===== config.mk =====
export PLATFORM = sky130hd
export DESIGN_NAME = regfile_write_arbiter
export DESIGN_NICKNAME = d
export VERILOG_FILES = /design/src/rtl/regfile_pkg.sv /design/src/rtl/rr_arbiter2.sv /design/src/rtl/regfile_write_arbiter.sv
export SDC_FILE = /design/constraint.sdc
export NUM_CORES = 1
export LEC_CHECK = 0
export ABC_AREA = 1
export CAP_MARGIN = 25
export CORE_MARGIN = 2
export CORE_UTILIZATION = 33
export DETAILED_ROUTE_END_ITERATION = 8
export PLACE_DENSITY_LB_ADDON = 0.12
export RECOVER_POWER = 25
export REMOVE_ABC_BUFFERS = 1
export SYNTH_ARGS = -nofsm -noshare
export SYNTH_HDL_FRONTEND = slang
export SYNTH_SLANG_ARGS = --single-unit

===== constraint.sdc =====
create_clock -name clk -period 1.23 [get_ports clk]
set_input_delay 0.3075 -clock clk [delete_from_list [all_inputs] [get_ports clk]]
set_output_delay 0.3075 -clock clk [all_outputs]
set_load 0.005 [all_outputs]

===== src/rtl/regfile_pkg.sv =====
`default_nettype none
// ============================================================================
//  Module      : regfile_pkg
//  Description : Shared widths, the r15 address and the requester-id type for
//                the register-file write arbiter.
//  Revision    : 1.0  initial release
// ============================================================================
package regfile_pkg;

    localparam int ADDR_W = 4;
    localparam int DATA_W = 32;

    localparam logic [ADDR_W-1:0] R15_ADDR = 4'hF;

    // Identifies requester 0 (ALU writeback) or requester 1 (load/immediate).
    typedef logic req_id_t;

    // Converts a one-hot two-way grant into the requester id.
    function automatic req_id_t onehot_to_id(input logic [1:0] oh);
        return req_id_t'(oh[1]);
    endfunction

endpackage
`default_nettype wire


===== src/rtl/rr_arbiter2.sv =====
`default_nettype none
// ============================================================================
//  Module      : rr_arbiter2
//  Description : Two-way round-robin selection. Grants the only valid
//                requester, or the favoured one when both are valid.
//                i_ptr names the requester favoured on contention.
//  Revision    : 1.0  initial release
// ============================================================================
module rr_arbiter2
    import regfile_pkg::*;
(
    input  logic [1:0] i_valid,
    input  req_id_t    i_ptr,
    output logic [1:0] o_grant
);

    // One-hot grant; contention is broken by the pointer.
    always_comb begin
        o_grant = 2'b00;
        case (i_valid)
            2'b01:   o_grant = 2'b01;
            2'b10:   o_grant = 2'b10;
            2'b11:   o_grant = (i_ptr == 1'b0) ? 2'b01 : 2'b10;
            default: o_grant = 2'b00;
        endcase
    end

endmodule
`default_nettype wire


===== src/rtl/regfile_write_arbiter.sv =====
`default_nettype none
// ============================================================================
//  Module      : regfile_write_arbiter
//  Description : Merges two write requesters onto the single register-file
//                write port (WE3/A3/WD3) with round-robin fairness and one
//                cycle of latency.
//                Optional macro R15_WRITE_BLOCK_EN: writes to r15 are
//                accepted but discarded, raising a one-cycle err_r15 pulse.
//  Revision    : 1.0  initial release
// ============================================================================
module regfile_write_arbiter
    import regfile_pkg::*;
(
    input  logic              clk,
    input  logic              rst,
    input  logic              req0_valid,
    input  logic [ADDR_W-1:0] req0_addr,
    input  logic [DATA_W-1:0] req0_data,
    output logic              req0_ready,
    input  logic              req1_valid,
    input  logic [ADDR_W-1:0] req1_addr,
    input  logic [DATA_W-1:0] req1_data,
    output logic              req1_ready,
    output logic              WE3,
    output logic [ADDR_W-1:0] A3,
    output logic [DATA_W-1:0] WD3,
    output logic              grant_id,
    output logic              err_r15
);

    logic [1:0]        w_grant;
    logic              w_xfer;
    req_id_t           w_sel_id;
    logic [ADDR_W-1:0] w_sel_addr;
    logic [DATA_W-1:0] w_sel_data;
    logic              w_block;

    logic              r_we;
    logic [ADDR_W-1:0] r_a3;
    logic [DATA_W-1:0] r_wd3;
    req_id_t           r_gid;
    req_id_t           r_ptr;

    rr_arbiter2 u_rr (
        .i_valid ( 2'({req1_valid, req0_valid})),
        .i_ptr   (r_ptr),
        .o_grant (w_grant)
    );

    // Readies are masked during reset so nothing can transfer.
    assign req0_ready = w_grant[0] & ~rst;
    assign req1_ready = w_grant[1] & ~rst;

    assign w_xfer     = (req0_valid & req0_ready) | (req1_valid & req1_ready);
    assign w_sel_id   = onehot_to_id(w_grant);
    assign w_sel_addr = (w_sel_id == 1'b1) ? req1_addr : req0_addr;
    assign w_sel_data = (w_sel_id == 1'b1) ? req1_data : req0_data;

`ifdef R15_WRITE_BLOCK_EN
    logic r_err;

    // r15 lives outside the register file, so its writes are dropped here.
    assign w_block = (w_sel_addr == R15_ADDR);

    // Flag each discarded r15 write for exactly one cycle.
    always_ff @(posedge clk) begin
        if (rst) begin
            r_err <= 1'b0;
        end else begin
            r_err <= w_xfer & w_block;
        end
    end

    assign err_r15 = r_err;
`else
    assign w_block = 1'b0;
    assign err_r15 = 1'b0;
`endif

    // Output port registers and round-robin pointer; the pointer moves only on
    // a transfer, to favour the requester that just lost.
    always_ff @(posedge clk) begin
        if (rst) begin
            r_we  <= 1'b0;
            r_a3  <= '0;
            r_wd3 <= '0;
            r_gid <= 1'b0;
            r_ptr <= 1'b0;
        end else begin
            r_we <= w_xfer & ~w_block;
            if (w_xfer) begin
                r_a3  <= w_sel_addr;
                r_wd3 <= w_sel_data;
                r_gid <= w_sel_id;
                r_ptr <= ~w_sel_id;
            end
        end
    end

    assign WE3      = r_we;
    assign A3       = r_a3;
    assign WD3      = r_wd3;
    assign grant_id = r_gid;

endmodule
`default_nettype wire


==> run summary, run 1 <==
Outcome - finished, violations left
Violated checks - negative setup slack
Mean Syn Cell Area - 6.64 µm²
Crit path max-delay family - flip-flops
Fmax - 758 MHz
Row count - 27
Maximum fanout along the worst path - 3
Met3 wire len - 317 µm
Antenna violations before repair - 0
Async SR Flop Fraction - 0%
CP dominant cell by count - nand2_4
Clock Sinks - 39
Critical Path, Cell by Cell - nand2_4 -> nand2_4 -> nand2_4 -> inv_2 -> buf_6
CP max stage cell - dfxtp_2
Clk buf depth - 2
Worst r2r path cells - 8
Clk slew on worst S/H paths - 80 ps
Placer Congestion - 0.811
Total Nets Final - 495
Worst hold slack - 391 ps
Routed Antenna Nets - 0
Vias in the first global route - 1,910
Most common cell after layout, fill and taps aside - nand2_1
Hold bufs inserted after CTS - 0
Final hold vios - 0
CP Capture Type - output pin
CP endpoint - req1_ready
Lkg Pwr - 1.78 nW
Most used DFF post-synth - dfxtp_1
Final Slew Violations - 0
Core area - 5470 µm²
Top sig layer - met4
Die Height - 79.2 µm
CTS root buf - clkbuf_8
Fin crit period - 1320 ps
Register bit total from synthesis - 39
Mapped cell area - 1870 µm²
WP depth - 5
Routed wl met2 - 3130 µm
First-pass GRT wire length - 9220 µm
Dpl cell area - 3210 µm²
Port Buffers - 115
Wire per inst - 12.7 µm
Syn. warnings - 0
CP bufs+invs - 2
Area delta synth->final - 89.2%
Max cap viols - 0
RSZ-0062 raised after global routing - yes
Sequential Area - 797 µm²
H-tree depth - 2
Setup violators final - 2
Largest net degree at the start of global routing - 18
DR pass1 iterations - 4
Area of the multi-input gates - 961 µm²
Worst vdd ir - 0.517 mV
TritonCTS Buffers - 5
Layout cells sized above 1 - 20.0%
DP HPWL - 4290 µm
Diodes inserted - 0
Startpoint Class - flop
Most frequent cells in the layout - nand2_1 (118), clkdlybuf4s50_1 (72), dlygate4sd2_1 (35), inv_1 (30), dfxtp_1 (26)
GRT Residual Overflow - 0
Crit-path max cell delay - 360 ps
Hold Path Class - in2reg
Num ports - 117
Worst R2R Setup Slack - 50 ps
Fin crit share - 107%
Setup Skew - 3.58 ps
Pwr Density - 940 nW/µm²
CP Data Arrival Time - 1010 ps
Chip width - 79.2 µm
Fill count - 528
Data required time of the worst path - 920 ps
Vias - 2,168
Final wirelength - 6270 µm
Vias per cell - 4.41
RR Endpoint - WD3[17]
Drt initial violations - 61
Residual DRC - 0
Number of enable flip-flop cells after synthesis - 0
Worst r2r src - r_ptr
Fin worst setup slack - -90.0 ps
M1 WL - 2750 µm
Critical path type - reg2out
Netlist cell types - 24
CTS tree - built
Initial Utilization - 34.1%
Fin area - 3530 µm²
Critical Path Source - r_ptr
Die area - 6270 µm²
Sequential share of the synthesized area - 41.9%
Cells after Synth - 281
GRT Resource Usage Total - 19.1%
Clk_lat worst skew - 290 ps
==> where the power goes <==
group,internal [mW],switching (mW)
Combinational,0.555,0.375
Sequential,1.37,0.0451
Clock,0.512,0.464
==> how the worst min path moves through the flow <==
stage / start / endpoint / slack, ps / cells after the start
after floorplan: rst / WD3[11] / 380 / 1
final: rst / WD3[11] / 390 / 3
after global placement: WD3[22] / WD3[22] / 450 / 2
after CTS: WD3[22] / WD3[22] / 460 / 2
after detailed placement: WD3[22] / WD3[22] / 460 / 2
after global routing: rst / WD3[11] / 400 / 3
==> cells in the mapped netlist (2+ instances only) <==
library cell  number  area (µm²)
o21ai_0            3        15.0
dfxtp_1           39         781
nor2_1             2        7.51
a21oi_1           17        85.1
nand3_1           21         105
inv_1             31         116
nand3b_1           3        22.5
a31oi_1            3        18.8
buf_4              6        45.0
nand2_1          128         480
and2_1             9        56.3
clkbuf_1           2        7.51
buf_2              3        15.0
inv_2              4        15.0
==> cell families after synthesis <==
logic type	Yosys count	synth area share, %
compound gates	25	7.51
other cells	1	0.201
simple gates	168	39.0
flops	39	41.9
buf+inv	48	11.5
==> through the flow <==
step	setup WS (ps)	total power, mW	util (%)	setup TNS (ps)	std cells
detailed placement	-823	2.31	58.7	-22700	476
finish	-90.0	3.32	64.5	-178	492
global route	-143	3.50	64.5	-297	492
global placement	-809	2.30	58.7	-22050	476
CTS	-160	3.29	62.6	-1100	491
floorplan	-494	1.71	-	-13180	268
==> repair_timing <==
item                       in CTS  in global routing
resized for setup              81                 33
setup endpoints to repair      77                 32
pin swaps                       8                  6
buffers inserted                5                  1
cloned                          3                  2
==> cell type report <==
| type | instances | area share [%] |
|---|---|---|
| clock buffers | 8 | 2.84 |
| inverters | 35 | 4.08 |
| flip-flops and latches | 39 | 22.6 |
| repair buffers | 144 | 40.7 |
| well taps | 72 | 2.55 |
| multi-input cells | 194 | 27.2 |
==> metal layers <==
metal / track usage (%) / vias to the layer above
met2: 33.2 / 59
met1: 23.6 / 974
met4: 5.52 / 0
met5: 0 / -
li1: - / 1128
met3: 4.20 / 7
==> sequential cells by signal (all words and copies together), names as in the netlist <==
register and flops:
WD3 32, A3 4, r_ptr 1, grant_id 1, WE3 1
==> worst register-to-register path: cells and delay by family, from the launching register on <==
kind                   cells  cell delay, ps
buffers and inverters      3             340
flip-flops                 1             360
AND/OR/NAND/NOR            4             320
AO/OA/AOI/OAI              1              60
(Power assumes the default switching activity.)
==> inputs of run 2 (changes only) <==
--- a/config.mk
+++ b/config.mk
@@ -10,9 +10,11 @@
 export CORE_MARGIN = 2
 export CORE_UTILIZATION = 33
 export DETAILED_ROUTE_END_ITERATION = 8
+export GPL_TIMING_DRIVEN = 0
 export PLACE_DENSITY_LB_ADDON = 0.12
 export RECOVER_POWER = 25
 export REMOVE_ABC_BUFFERS = 1
+export SETUP_SLACK_MARGIN = 0.05
 export SYNTH_ARGS = -nofsm -noshare
 export SYNTH_HDL_FRONTEND = slang
 export SYNTH_SLANG_ARGS = --single-unit
==> run 2 against run 1 <==
  * Clock power shrank 3.2%
  * The flow still finishes with violations (negative setup slack)
  * Non-clock buffer count is 18 lower
  * Largest power group unchanged
  * Worst hold slack got worse by 100 ps
  * Register-to-register slack improved by 20 ps
  * Clock skew hardly changed
  * Design area shrank 6.7%
  * Highest routed layer unchanged
  * First-iteration DRC count is 21% lower
  * Maximum frequency increased by 0.32%
  * Die area unchanged
  * Final cell count decreased by 3.5%
  * Via count is 5.1% lower
==> run summary, run 2 (synthesis results as in run 1) <==
Outcome - finished, violations left
Violated checks - negative setup slack
Setup violators final - 2
DP HPWL - 3910 µm
GRT Residual Overflow - 0
Fin crit share - 107%
Worst vdd ir - 0.431 mV
TritonCTS Buffers - 5
Maximum fanout along the worst path - 4
First-pass GRT wire length - 8850 µm
Lkg Pwr - 1.56 nW
Row count - 27
Max cap viols - 0
Clk_lat worst skew - 280 ps
CP Capture Type - output pin
Num ports - 117
Most frequent cells in the layout - nand2_1 (127), clkdlybuf4s50_1 (72), inv_1 (31), clkdlybuf4s15_1 (30)
Final core utilization - 60.2%
Final wirelength - 5510 µm
Vias in the first global route - 1,928
Critical path type - reg2out
Die area - 6270 µm²
Area delta synth->final - 76.6%
Core area - 5470 µm²
Setup Skew - 3.61 ps
Setup total negative slack - -164 ps
CP Data Arrival Time - 1010 ps
Wire per inst - 11.6 µm
Port Buffers - 115
DP Cell Count - 457
Initial Utilization - 34.1%
GRT Resource Usage Total - 18.0%
Pwr Density - 964 nW/µm²
Placer Congestion - 0.734
Final hold vios - 0
Clock Sinks - 39
Max reg flops - 32
Residual DRC - 0
Fin area - 3290 µm²
Hold Path Class - in2reg
Diodes inserted - 0
DR pass1 iterations - 4
H-tree depth - 2
Chip width - 79.2 µm
Antenna violations before repair - 0
Dpl cell area - 3080 µm²
Vias - 2,058
Clk slew on worst S/H paths - 80 ps
Drt initial violations - 48
Fin worst setup slack - -85.8 ps
Layout cells sized above 1 - 16.1%
Fill count - 532
RSZ-0062 raised after global routing - yes
Final cell count without fillers - 475
Fmax - 760 MHz
Vias per cell - 4.33
Die Height - 79.2 µm
Clk buf depth - 2
Largest net degree at the start of global routing - 21
Fin crit period - 1320 ps
Hold bufs inserted after CTS - 0
CTS root buf - clkbuf_8
Data required time of the worst path - 920 ps
Startpoint Class - flop
Most common cell after layout, fill and taps aside - nand2_1
CTS tree - built
Total Nets Final - 478
Final Slew Violations - 0
Routed Antenna Nets - 0
[run 2: changes by cell type in the layout (fill, tap and decap cells not counted), sizes merged]
cell and delta:
buf -14, dlygate4sd2 -33, clkinv -1, clkbuf +2
inv +2, clkdlybuf4s15 +27
[run 2: final cells by class]
class / count / area [µm²] / area share (%)
inverters: 35 / 144 / 4.37
repair buffers: 126 / 1240 / 37.6
flip-flops and latches: 39 / 811 / 24.6
repair inverters: 1 / 8.76 / 0.266
multi-input cells: 194 / 903 / 27.4
well taps: 72 / 90.1 / 2.73
clock buffers: 8 / 100 / 3.04
[run 2: timing repair]
| action | CTS | global route |
|---|---|---|
| cloned | 1 | 0 |
| hold endpoints to repair | 0 | 0 |
| setup endpoints to repair | 78 | 55 |
| pin swaps | 6 | 1 |
| resized for setup | 93 | 47 |
| setup buffers | 8 | 1 |
[run 2: critical path, cell delays in order (launching register included)]
cell     delay [ps]
dfxtp_4         370
nand2_4          50
nand2_4          90
nand2_4          60
inv_4            60
buf_6            90
[run 2: metal layers]
metal / GRT usage, % / routed length (µm)
met4: 6.21 / 84
met1: 20.4 / 2300
met3: 3.98 / 275
met2: 33.0 / 2850
met5: 0 / 0
[run 2: worst paths after layout]
check | from | to | slack, ps | depth (start not counted)
hold reg to reg | WD3[22] | WD3[22] | 460 | 2
hold / removal | rst | WD3[26] | 290 | 2
setup / recovery | r_ptr | req1_ready | -90 | 5
setup reg to reg | r_ptr | WD3[17] | 70 | 7
[run 2: stage by stage]
step	setup WS [ps]	power, mW	hold WS, ps
3_3_place_gp	-2630	2.22	452
5_1_grt	-136	3.37	292
2_1_floorplan	-494	1.71	377
3_5_place_dp	-1450	2.25	457
6_report	-85.8	3.17	289
4_1_cts	-112	3.20	283
[run 2: power by group]
group,switching (mW),leakage [nW],total [mW],internal [mW]
clock network,0.433,0.0515,0.945,0.512
registers,0.0463,0.330,1.42,1.37
logic,0.333,1.17,0.814,0.481
==> inputs of run 3 (changes only) <==
--- a/config.mk
+++ b/config.mk
@@ -7,8 +7,10 @@
 export LEC_CHECK = 0
 export ABC_AREA = 1
 export CAP_MARGIN = 25
+export CELL_PAD_IN_SITES_DETAIL_PLACEMENT = 1
+export CELL_PAD_IN_SITES_GLOBAL_PLACEMENT = 1
 export CORE_MARGIN = 2
-export CORE_UTILIZATION = 33
+export CORE_UTILIZATION = 21
 export DETAILED_ROUTE_END_ITERATION = 8
 export GPL_TIMING_DRIVEN = 0
 export PLACE_DENSITY_LB_ADDON = 0.12
==> run 3 against run 2 <==
  * The flow still finishes with violations (negative setup slack)
  * Clock-buffer cell count unchanged
  * First-iteration DRC count decreased by 79%
  * Non-clock buffer count increased by 1
  * Sequential power about the same
  * Core utilization decreased by 22 points
  * Register-to-register slack got worse by 50 ps
  * Worst hold slack got worse by 33 ps
  * Critical path type unchanged
  * Largest power group unchanged
  * Highest routed layer unchanged
==> run summary, run 3 (synthesis results as in run 1) <==
First-pass GRT wire length - 11,200 µm
Worst r2r path cells - 6
CP max stage cell - dfxtp_2
CP Capture Type - output pin
Clock Sinks - 39
Most common cell after layout, fill and taps aside - nand2_1
Maximum fanout along the worst path - 4
Worst R2R Setup Slack - 20 ps
Die Height - 98.3 µm
GRT Residual Overflow - 0
CTS root buf - clkbuf_8
Max cap viols - 0
TritonCTS Buffers - 5
RR Endpoint - WD3[28]
Vias - 2,142
Crit-path max cell delay - 360 ps
Worst r2r src - r_ptr
Max reg flops - 32
Worst vdd ir - 0.470 mV
Chip width - 98.3 µm
Final core utilization - 38.5%
CP Data Arrival Time - 1020 ps
Worst Hold Path Cells - 2
Port Buffers - 115
Placer Congestion - 0.711
Critical Path, Cell by Cell - nand2_4 -> nand2_8 -> nand2_4 -> inv_4 -> buf_6
Hold Crit Endpoint - WD3[31]
Hold bufs inserted after CTS - 0
Clk_lat worst skew - 290 ps
Min-Delay Startpoint - rst
CP dominant cell by count - nand2_4
Routed Antenna Nets - 0
DR pass1 iterations - 4
Final hold vios - 0
DP HPWL - 4490 µm
Final Slew Violations - 0
Area delta synth->final - 79.1%
Antenna violations before repair - 0
Startpoint Class - flop
Fin crit period - 1330 ps
Outcome - finished, violations left
Setup Skew - 5.98 ps
Largest net degree at the start of global routing - 21
Lkg Pwr - 1.56 nW
Total Nets Final - 480
Fmax - 754 MHz
Initial Utilization - 21.5%
Slew HR - 65.0%
H-tree depth - 2
Clk slew on worst S/H paths - 80 ps
Fin crit share - 108%
Num ports - 117
Fin worst setup slack - -96.3 ps
Vias in the first global route - 2,253
Clk buf depth - 2
Vias per cell - 4.18
Pwr Density - 969 nW/µm²
Diodes inserted - 0
RSZ-0062 raised after global routing - yes
Final wirelength - 6820 µm
Wire per inst - 13.3 µm
Worst hold slack - 256 ps
Hold Path Class - in2reg
Residual DRC - 0
GRT Resource Usage Total - 14.6%
Most frequent cells in the layout - nand2_1 (127), clkdlybuf4s50_1 (72), inv_1 (31), dfxtp_2 (29), clkdlybuf4s15_1 (27)
Fin area - 3340 µm²
Layout cells sized above 1 - 19.3%
Critical path type - reg2out
Row count - 34
Slew @ Worst Pin - 523 ps
Core area - 8680 µm²
Dpl cell area - 3110 µm²
Die area - 9650 µm²
Violated checks - negative setup slack
Data required time of the worst path - 920 ps
CTS tree - built
Setup violators final - 2
Drt initial violations - 10
## run 3: cell count changes in the layout (fill, tap and decap cells not counted), sizes merged
| cell | delta |
|---|---|
| buf | +4 |
| clkdlybuf4s15 | -3 |
| clkbuf | +2 |
| dlygate4sd2 | -2 |
| o21ai | +2 |
| inv | -1 |
## run 3: worst max path at each step
stage / from / end / slack, ps / depth (start not counted)
2_1_floorplan: req1_valid / WD3[11] / -490 / 4
3_3_place_gp: rst / WD3[11] / -2970 / 6
3_5_place_dp: req0_valid / req0_ready / -1620 / 4
4_1_cts: r_ptr / req0_ready / -120 / 4
5_1_grt: r_ptr / req0_ready / -170 / 4
6_report: r_ptr / req1_ready / -100 / 5
## run 3: metal layers
| layer | part of all wire, % | GRT usage, % | wire, µm |
|---|---|---|---|
| met5 | 0 | 0 | 0 |
| met3 | 9.1 | 5.73 | 623 |
| met1 | 47 | 18.2 | 3220 |
| met2 | 43 | 23.9 | 2910 |
| met4 | 0.98 | 3.16 | 67 |
## run 3: layout make-up
class	instances	area, µm²
Fill cell	1076	5340
Inverter	35	139
Multi-Input combinational cell	196	933
Tap cell	108	135
Timing Repair Buffer	127	1220
Clock buffer	8	100
Sequential cell	39	817
## run 3: through the flow
stage	TNS, ps	setup slack, ps	total power, mW	instances
6_report	-185	-96.3	3.24	513
5_1_grt	-2030	-166	3.46	513
4_1_cts	-272	-120	3.31	513
3_5_place_dp	-43610	-1620	2.27	492
3_3_place_gp	-100800	-2970	2.24	491
2_1_floorplan	-13180	-494	1.71	268
## run 3: worst max-delay path, delay by kind of cell (launching register included)
kind / cells / cell delay [ps]
simple gates: 3 / 220
flops: 1 / 360
buf+inv: 2 / 150
## run 3: where the power goes
| group | switching [mW] | leakage [nW] | internal (mW) | total [mW] |
|---|---|---|---|---|
| combinational | 0.355 | 1.17 | 0.477 | 0.832 |
| clock | 0.470 | 0.0515 | 0.513 | 0.983 |
| sequential | 0.0484 | 0.332 | 1.37 | 1.42 |
| total | 0.874 | 1.56 | 2.36 | 3.24 |
## run 3: timing repair
action	4_1_cts	5_1_grt
gates resized for setup	137	20
pin swaps	5	1
cloned	2	0
endpoints found under the setup margin	78	50
setup buffers	11	0
